<file path="config.mk">
export PLATFORM = sky130hd
export DESIGN_NAME = mem_xbar_rr
export DESIGN_NICKNAME = d
export VERILOG_FILES = /design/src/rtl/mem_xbar_rr.sv
export SDC_FILE = /design/constraint.sdc
export NUM_CORES = 1
export LEC_CHECK = 0
export CAP_MARGIN = 20
export CORE_AREA = 2 2 245 247
export CTS_CLUSTER_DIAMETER = 100
export DETAILED_ROUTE_END_ITERATION = 10
export DIE_AREA = 0 0 247 249
export PLACE_DENSITY_LB_ADDON = 0.12
export RECOVER_POWER = 25
export SYNTH_ARGS = -nofsm -noshare
export SYNTH_HDL_FRONTEND = slang
export SYNTH_SLANG_ARGS = --single-unit
</file>
<file path="constraint.sdc">
create_clock -name clk -period 7.1 [get_ports clk]
set_input_delay 0.71 -clock clk [delete_from_list [all_inputs] [get_ports clk]]
set_output_delay 0.71 -clock clk [all_outputs]
set_load 0.1 [all_outputs]
</file>
<file path="src/rtl/mem_xbar_rr.sv">
// Request/grant memory crossbar: NB_MST masters to NB_SLV address-mapped slaves plus an
// internal error slave, with per-slave round-robin arbitration and in-order response routing.
module mem_xbar_rr #(
  parameter int NB_MST      = 3,
  parameter int NB_SLV      = 3,
  parameter int ADDR_WIDTH  = 32,
  parameter int DATA_WIDTH  = 32,
  parameter int OUTSTANDING = 2,
  parameter logic [NB_SLV*ADDR_WIDTH-1:0] START_ADDR = {32'h1A10_0000, 32'h0010_0000, 32'h0000_0000},
  parameter logic [NB_SLV*ADDR_WIDTH-1:0] END_ADDR   = {32'h1A11_FFFF, 32'h001F_FFFF, 32'h000F_FFFF},
  parameter logic [DATA_WIDTH-1:0]        ERR_RDATA  = 32'hBADACCE5
) (
  input  logic                           clk,
  input  logic                           rst,
  input  logic [NB_MST-1:0]              mst_req_i,
  input  logic [NB_MST*ADDR_WIDTH-1:0]   mst_addr_i,
  input  logic [NB_MST-1:0]              mst_we_i,
  input  logic [NB_MST*DATA_WIDTH/8-1:0] mst_be_i,
  input  logic [NB_MST*DATA_WIDTH-1:0]   mst_wdata_i,
  output logic [NB_MST-1:0]              mst_gnt_o,
  output logic [NB_MST-1:0]              mst_rvalid_o,
  output logic [NB_MST*DATA_WIDTH-1:0]   mst_rdata_o,
  output logic [NB_MST-1:0]              mst_err_o,
  output logic [NB_SLV-1:0]              slv_req_o,
  output logic [NB_SLV*ADDR_WIDTH-1:0]   slv_addr_o,
  output logic [NB_SLV-1:0]              slv_we_o,
  output logic [NB_SLV*DATA_WIDTH/8-1:0] slv_be_o,
  output logic [NB_SLV*DATA_WIDTH-1:0]   slv_wdata_o,
  input  logic [NB_SLV-1:0]              slv_gnt_i,
  input  logic [NB_SLV-1:0]              slv_rvalid_i,
  input  logic [NB_SLV*DATA_WIDTH-1:0]   slv_rdata_i,
  input  logic [NB_SLV-1:0]              slv_err_i
);

  localparam int BW   = DATA_WIDTH / 8;
  localparam int MW   = (NB_MST > 1) ? $clog2(NB_MST) : 1;
  localparam int TW   = $clog2(NB_SLV + 1);
  localparam int CNTW = $clog2(NB_SLV * OUTSTANDING + 2);
  localparam int PW   = (OUTSTANDING > 1) ? $clog2(OUTSTANDING) : 1;
  localparam int FW   = $clog2(OUTSTANDING + 1);
  localparam logic [TW-1:0] ERR_IDX = TW'(NB_SLV);

  logic [TW-1:0]   dec_tgt [NB_MST];
  logic [NB_MST-1:0] elig;
  logic [NB_MST-1:0] err_gnt;
  logic [NB_MST-1:0] gnt;
  logic [NB_SLV-1:0] win_vld;
  logic [MW-1:0]   win_idx [NB_SLV];
  logic [NB_SLV-1:0] slv_req;
  logic [NB_SLV-1:0] push;
  logic [NB_SLV-1:0] pop;
  logic [MW-1:0]   head [NB_SLV];

  logic [CNTW-1:0] cnt_q [NB_MST];
  logic [CNTW-1:0] cnt_d [NB_MST];
  logic [TW-1:0]   tgt_q [NB_MST];
  logic [TW-1:0]   tgt_d [NB_MST];
  logic [NB_MST-1:0] err_pend_q;
  logic [NB_MST-1:0] err_pend_d;
  logic [MW-1:0]   rr_q [NB_SLV];
  logic [MW-1:0]   rr_d [NB_SLV];
  logic [MW-1:0]   mem_q [NB_SLV][OUTSTANDING];
  logic [MW-1:0]   mem_d [NB_SLV][OUTSTANDING];
  logic [PW-1:0]   wr_q [NB_SLV];
  logic [PW-1:0]   wr_d [NB_SLV];
  logic [PW-1:0]   rd_q [NB_SLV];
  logic [PW-1:0]   rd_d [NB_SLV];
  logic [FW-1:0]   fcnt_q [NB_SLV];
  logic [FW-1:0]   fcnt_d [NB_SLV];

  function automatic logic [PW-1:0] ptr_inc(input logic [PW-1:0] p);
    if (p == PW'(OUTSTANDING - 1)) return '0;
    return p + PW'(1);
  endfunction

  // Decode (lowest matching slave wins) and target-lock filtering.
  always_comb begin
    for (int m = 0; m < NB_MST; m++) begin
      dec_tgt[m] = ERR_IDX;
      for (int s = NB_SLV - 1; s >= 0; s--) begin
        if (mst_addr_i[m*ADDR_WIDTH +: ADDR_WIDTH] >= START_ADDR[s*ADDR_WIDTH +: ADDR_WIDTH] &&
            mst_addr_i[m*ADDR_WIDTH +: ADDR_WIDTH] <= END_ADDR[s*ADDR_WIDTH +: ADDR_WIDTH])
          dec_tgt[m] = TW'(s);
      end
      elig[m]    = mst_req_i[m] && !((cnt_q[m] != '0) && (tgt_q[m] != dec_tgt[m]));
      err_gnt[m] = elig[m] && (dec_tgt[m] == ERR_IDX) && !rst;
    end
  end

  always_comb begin
    for (int s = 0; s < NB_SLV; s++) begin
      logic found;
      int   c;
      found      = 1'b0;
      win_idx[s] = '0;
      for (int k = 0; k < NB_MST; k++) begin
        c = int'(rr_q[s]) + k;
        if (c >= NB_MST) c = c - NB_MST;
        if (!found && elig[c] && (dec_tgt[c] == TW'(s))) begin
          found      = 1'b1;
          win_idx[s] = MW'(c);
        end
      end
      win_vld[s] = found;
      // A full ID FIFO masks the request even if a pop lands this cycle (no rvalid->req path).
      slv_req[s] = found && (fcnt_q[s] != FW'(OUTSTANDING)) && !rst;
      push[s]    = slv_req[s] && slv_gnt_i[s];
      pop[s]     = slv_rvalid_i[s] && (fcnt_q[s] != '0);
      head[s]    = mem_q[s][rd_q[s]];
    end
  end

  always_comb begin
    gnt = err_gnt;
    for (int s = 0; s < NB_SLV; s++) begin
      if (push[s]) gnt[win_idx[s]] = 1'b1;
    end
  end

  assign mst_gnt_o = gnt;
  assign slv_req_o = slv_req;

  always_comb begin
    slv_addr_o  = '0;
    slv_we_o    = '0;
    slv_be_o    = '0;
    slv_wdata_o = '0;
    for (int s = 0; s < NB_SLV; s++) begin
      if (slv_req[s]) begin
        slv_addr_o[s*ADDR_WIDTH +: ADDR_WIDTH]  = mst_addr_i[int'(win_idx[s])*ADDR_WIDTH +: ADDR_WIDTH];
        slv_we_o[s]                             = mst_we_i[win_idx[s]];
        slv_be_o[s*BW +: BW]                    = mst_be_i[int'(win_idx[s])*BW +: BW];
        slv_wdata_o[s*DATA_WIDTH +: DATA_WIDTH] = mst_wdata_i[int'(win_idx[s])*DATA_WIDTH +: DATA_WIDTH];
      end
    end
  end

  // The target lock makes error-slave and real-slave responses mutually exclusive per master.
  always_comb begin
    mst_rvalid_o = '0;
    mst_err_o    = '0;
    mst_rdata_o  = '0;
    for (int m = 0; m < NB_MST; m++) begin
      if (err_pend_q[m]) begin
        mst_rvalid_o[m]                         = 1'b1;
        mst_err_o[m]                            = 1'b1;
        mst_rdata_o[m*DATA_WIDTH +: DATA_WIDTH] = ERR_RDATA;
      end
      for (int s = 0; s < NB_SLV; s++) begin
        if (pop[s] && (head[s] == MW'(m))) begin
          mst_rvalid_o[m]                         = 1'b1;
          mst_err_o[m]                            = slv_err_i[s];
          mst_rdata_o[m*DATA_WIDTH +: DATA_WIDTH] = slv_rdata_i[s*DATA_WIDTH +: DATA_WIDTH];
        end
      end
    end
  end

  always_comb begin
    cnt_d      = cnt_q;
    tgt_d      = tgt_q;
    err_pend_d = err_gnt;
    rr_d       = rr_q;
    mem_d      = mem_q;
    wr_d       = wr_q;
    rd_d       = rd_q;
    fcnt_d     = fcnt_q;
    for (int m = 0; m < NB_MST; m++) begin
      if (gnt[m]) tgt_d[m] = dec_tgt[m];
      case ({gnt[m], mst_rvalid_o[m]})
        2'b10:   cnt_d[m] = cnt_q[m] + CNTW'(1);
        2'b01:   cnt_d[m] = cnt_q[m] - CNTW'(1);
        default: cnt_d[m] = cnt_q[m];
      endcase
    end
    for (int s = 0; s < NB_SLV; s++) begin
      if (push[s]) begin
        mem_d[s][wr_q[s]] = win_idx[s];
        wr_d[s]           = ptr_inc(wr_q[s]);
        rr_d[s]           = (win_idx[s] == MW'(NB_MST - 1)) ? '0 : win_idx[s] + MW'(1);
      end
      if (pop[s]) rd_d[s] = ptr_inc(rd_q[s]);
      case ({push[s], pop[s]})
        2'b10:   fcnt_d[s] = fcnt_q[s] + FW'(1);
        2'b01:   fcnt_d[s] = fcnt_q[s] - FW'(1);
        default: fcnt_d[s] = fcnt_q[s];
      endcase
    end
  end

  always_ff @(posedge clk or posedge rst) begin
    if (rst) begin
      err_pend_q <= '0;
      for (int m = 0; m < NB_MST; m++) begin
        cnt_q[m] <= '0;
        tgt_q[m] <= '0;
      end
      for (int s = 0; s < NB_SLV; s++) begin
        rr_q[s]   <= '0;
        wr_q[s]   <= '0;
        rd_q[s]   <= '0;
        fcnt_q[s] <= '0;
        for (int i = 0; i < OUTSTANDING; i++) mem_q[s][i] <= '0;
      end
    end else begin
      err_pend_q <= err_pend_d;
      cnt_q      <= cnt_d;
      tgt_q      <= tgt_d;
      rr_q       <= rr_d;
      wr_q       <= wr_d;
      rd_q       <= rd_d;
      fcnt_q     <= fcnt_d;
      mem_q      <= mem_d;
    end
  end

  for (genvar s = 0; s < NB_SLV; s++) begin : g_rvalid_chk
    a_no_rvalid_on_empty: assert property (@(posedge clk) disable iff (rst)
      !(slv_rvalid_i[s] && (fcnt_q[s] == '0)));
  end

endmodule

</file>
==> flow_summary.toml <==
[yosys]
yosysMostFrequentCell = "nand2_1"
ys_async_sr_fraction_pct = 100
synth_top_cell_area_share_pct = 11.8
yosysWarnings = 0
netlist_area_mm2 = 0.0108
synth-edff-count = 0
ys.flop_type = "dfrtp_1"
synth.largest_area_cell = "mux2i_1"
synth.yosys.seq_area_share_pct = 11.1
ys_seq_elements = 48
synth_area_leaders = "mux2i_1, dfrtp_1, nand2_1, nor2_1, a22oi_1"
synth.distinct_cells = 87
synth_cells = 1546
synth.top_cells.by_count = "nand2_1, nor2_1, mux2i_1"
avgSynthCellArea_um2 = 7.00

[min_path]
hp-class = "reg2reg"
min_from = "cnt_q[8]"
holdPathStages = 1
hold_path_end = "cnt_q[8]"

[cts]
hold_buffers = 0
clk_pin_slew_ns = 0.07
clockBufferDepth = 2
cts_inserted_buffers = 5
clock-sinks = 48
worst_skew_pair.late_latency_ns = 0.30
cts_resized = 0
h-tree-depth = 2
root_buffer = "clkbuf_16"
cts_setup_buffers = 0
cts_tree = "built"

[timing]
hold_violations = 0
finalSetupViolCount = 0
holdWs_ns = 0.468
tightest_slew_ns = 2.84
skew_ns = 0.00991
relSlewSlack_pct = -89.4
fmax_mhz = 156
finalCritPeriodShare_pct = 90.2
fin_crit_ns = 6.41
fin_tns_setup_ns = 0
drv_slew = 49
rsz0062_at_grt = "no"

[outcome]
outcome = "finished, violations left"
violations = "max-capacitance violations, max-slew violations"

[floorplan]
start_util_pct = 18.4
ios = 632
die_w_um = 247
die_y_um = 249
dieArea_mm2 = 0.0615
core_area_mm2 = 0.0587
rows = 89

[finish]
n_fill_cell = 6282
fin_util_pct = 29.9
final_nets = 2389
seqCellArea_mm2 = 0.00120
drive_gt1_share_pct = 12.7
final_cells = 2836
multi_input_area_mm2 = 0.00863
area_delta_synth_final_pct = 62.0

[setup_path]
r2r_cells = 14
worstPathRequired_ns = 6.39
r2r-end = "cnt_q[8]"
crit_type = "in2out"
critPathMaxFanout = 7
cp-start-kind = "primary input"
reg2reg_slack_ns = 1.83
critPathArrivalTime_ns = 5.70
r2r-start = "cnt_q[3]"
crit_path_end_kind = "output pin"

[detailed_routing]
vias = 14293
firstDrtPassIters = 5
wire_per_inst_um = 23.6
drc = 0
vias_per_cell = 5.04
routed_wirelength_um = 67000
drt_iter0_markers = 860
ant_nets = 0

[placement]
port_buffers = 597
dp_hpwl_um = 52400
gp_congestion = 0.887
placed_cells = 2823

[pwr]
power_w = 0.00421
vdd_drop_max_uv = 272
power_leakage_nw = 7.25
power_density_mw_per_mm2 = 240

[grt]
grt_max_degree = 116
grt_pass1_wl_um = 97000
grt.total_usage_pct = 20.6
grt_pass1_vias = 14364
overflow = 0
antenna_found_initial = 12

[job]
maxCapViolations = 1
## cells in the final DEF (no fill, tap or decap), drive strengths merged, types with 17 or more instances in the layout
| cell type | Yosys | layout |
|---|---|---|
| a22oi | 91 | 91 |
| a311oi | 56 | 56 |
| buf | 86 | 209 |
| clkdlybuf4s50 | 0 | 410 |
| conb | 1 | 34 |
| dfrtp | 48 | 48 |
| inv | 58 | 57 |
| mux2 | 61 | 61 |
| mux2i | 129 | 129 |
| nand2 | 254 | 254 |
| nand3 | 19 | 19 |
| nand4 | 23 | 23 |
| nor2 | 224 | 224 |
| nor3 | 17 | 17 |
| nor4 | 28 | 28 |
| o211a | 59 | 59 |
| o21ai | 100 | 100 |
## report_power, final
group	switching (W)	internal, W	leakage, nW	total [W]
clock network	0.000120	0.000168	0.0840	0.000288
registers	0.0000839	0.000355	0.565	0.000439
logic	0.00261	0.000871	6.60	0.00348
total	0.00282	0.00139	7.25	0.00421
## per-stage QoR
stage / worst slack, ns / area (µm²)
3_5_place_dp: 1.05 / 17400
5_1_grt: 0.429 / 17500
4_1_cts: 1.03 / 17600
3_3_place_gp: 1.10 / 17400
2_1_floorplan: 0.825 / 10900
6_report: 0.695 / 17500
## worst max-delay path by stage
stage                        start         endpoint  slack (ns)  cells after the start
global placement    mst_addr_i[88]  slv_wdata_o[87]        1.10                     10
finish              mst_addr_i[49]     mst_gnt_o[2]        0.69                     11
floorplan           mst_addr_i[56]   slv_addr_o[73]        0.82                     12
CTS                 mst_addr_i[88]  slv_wdata_o[87]        1.03                     10
global route        mst_addr_i[49]     mst_gnt_o[2]        0.43                     11
detailed placement  mst_addr_i[88]  slv_wdata_o[87]        1.05                     10
## sequential cells by signal (all words and copies together) (netlist names)
signal / count
err_pend_q: 3
cnt_q: 9
tgt_q: 6
mem_q: 12
rd_q: 3
fcnt_q: 6
wr_q: 3
rr_q: 6
## critical path, cell delays in order
cell and delay (ns):
dlygate4sd3_1 0.65, or4b_1 0.66, o21ai_0 0.37, a211oi_1 0.25
nor4_1 0.52, a221oi_1 0.21, o21a_1 0.25, nor4_1 1.02
a22oi_1 0.50, o211ai_1 0.21, buf_4 0.33
## logic make-up (layout without fill, tap and decap cells)
logic type,Yosys count,in the layout,synth area share (%)
compound gates,415,415,29.5
xor+xnor,25,25,2.02
fa+ha+maj,15,15,1.94
buf+inv,223,702,10.5
flops,48,48,11.1
mux,190,190,18.4
other cells,1,39,0.0346
simple gates,629,629,26.5
## area by class of cell
type | instances | share of cell area (%)
clock inverters | 3 | 0.271
repair buffers | 636 | 36.1
inverters | 58 | 1.24
diodes | 5 | 0.0714
multi-input cells | 1308 | 49.2
well taps | 773 | 5.52
flip-flops and latches | 48 | 6.85
clock buffers | 5 | 0.714
## routing by layer
metal,track usage (%),up-vias,part of all wire [%]
li1,-,6662,-
met1,24.4,6937,40
met2,37.4,614,50
met3,4.89,70,7.9
met4,4.13,10,2.1
met5,0,-,0.10
(Power assumes the default switching activity.)
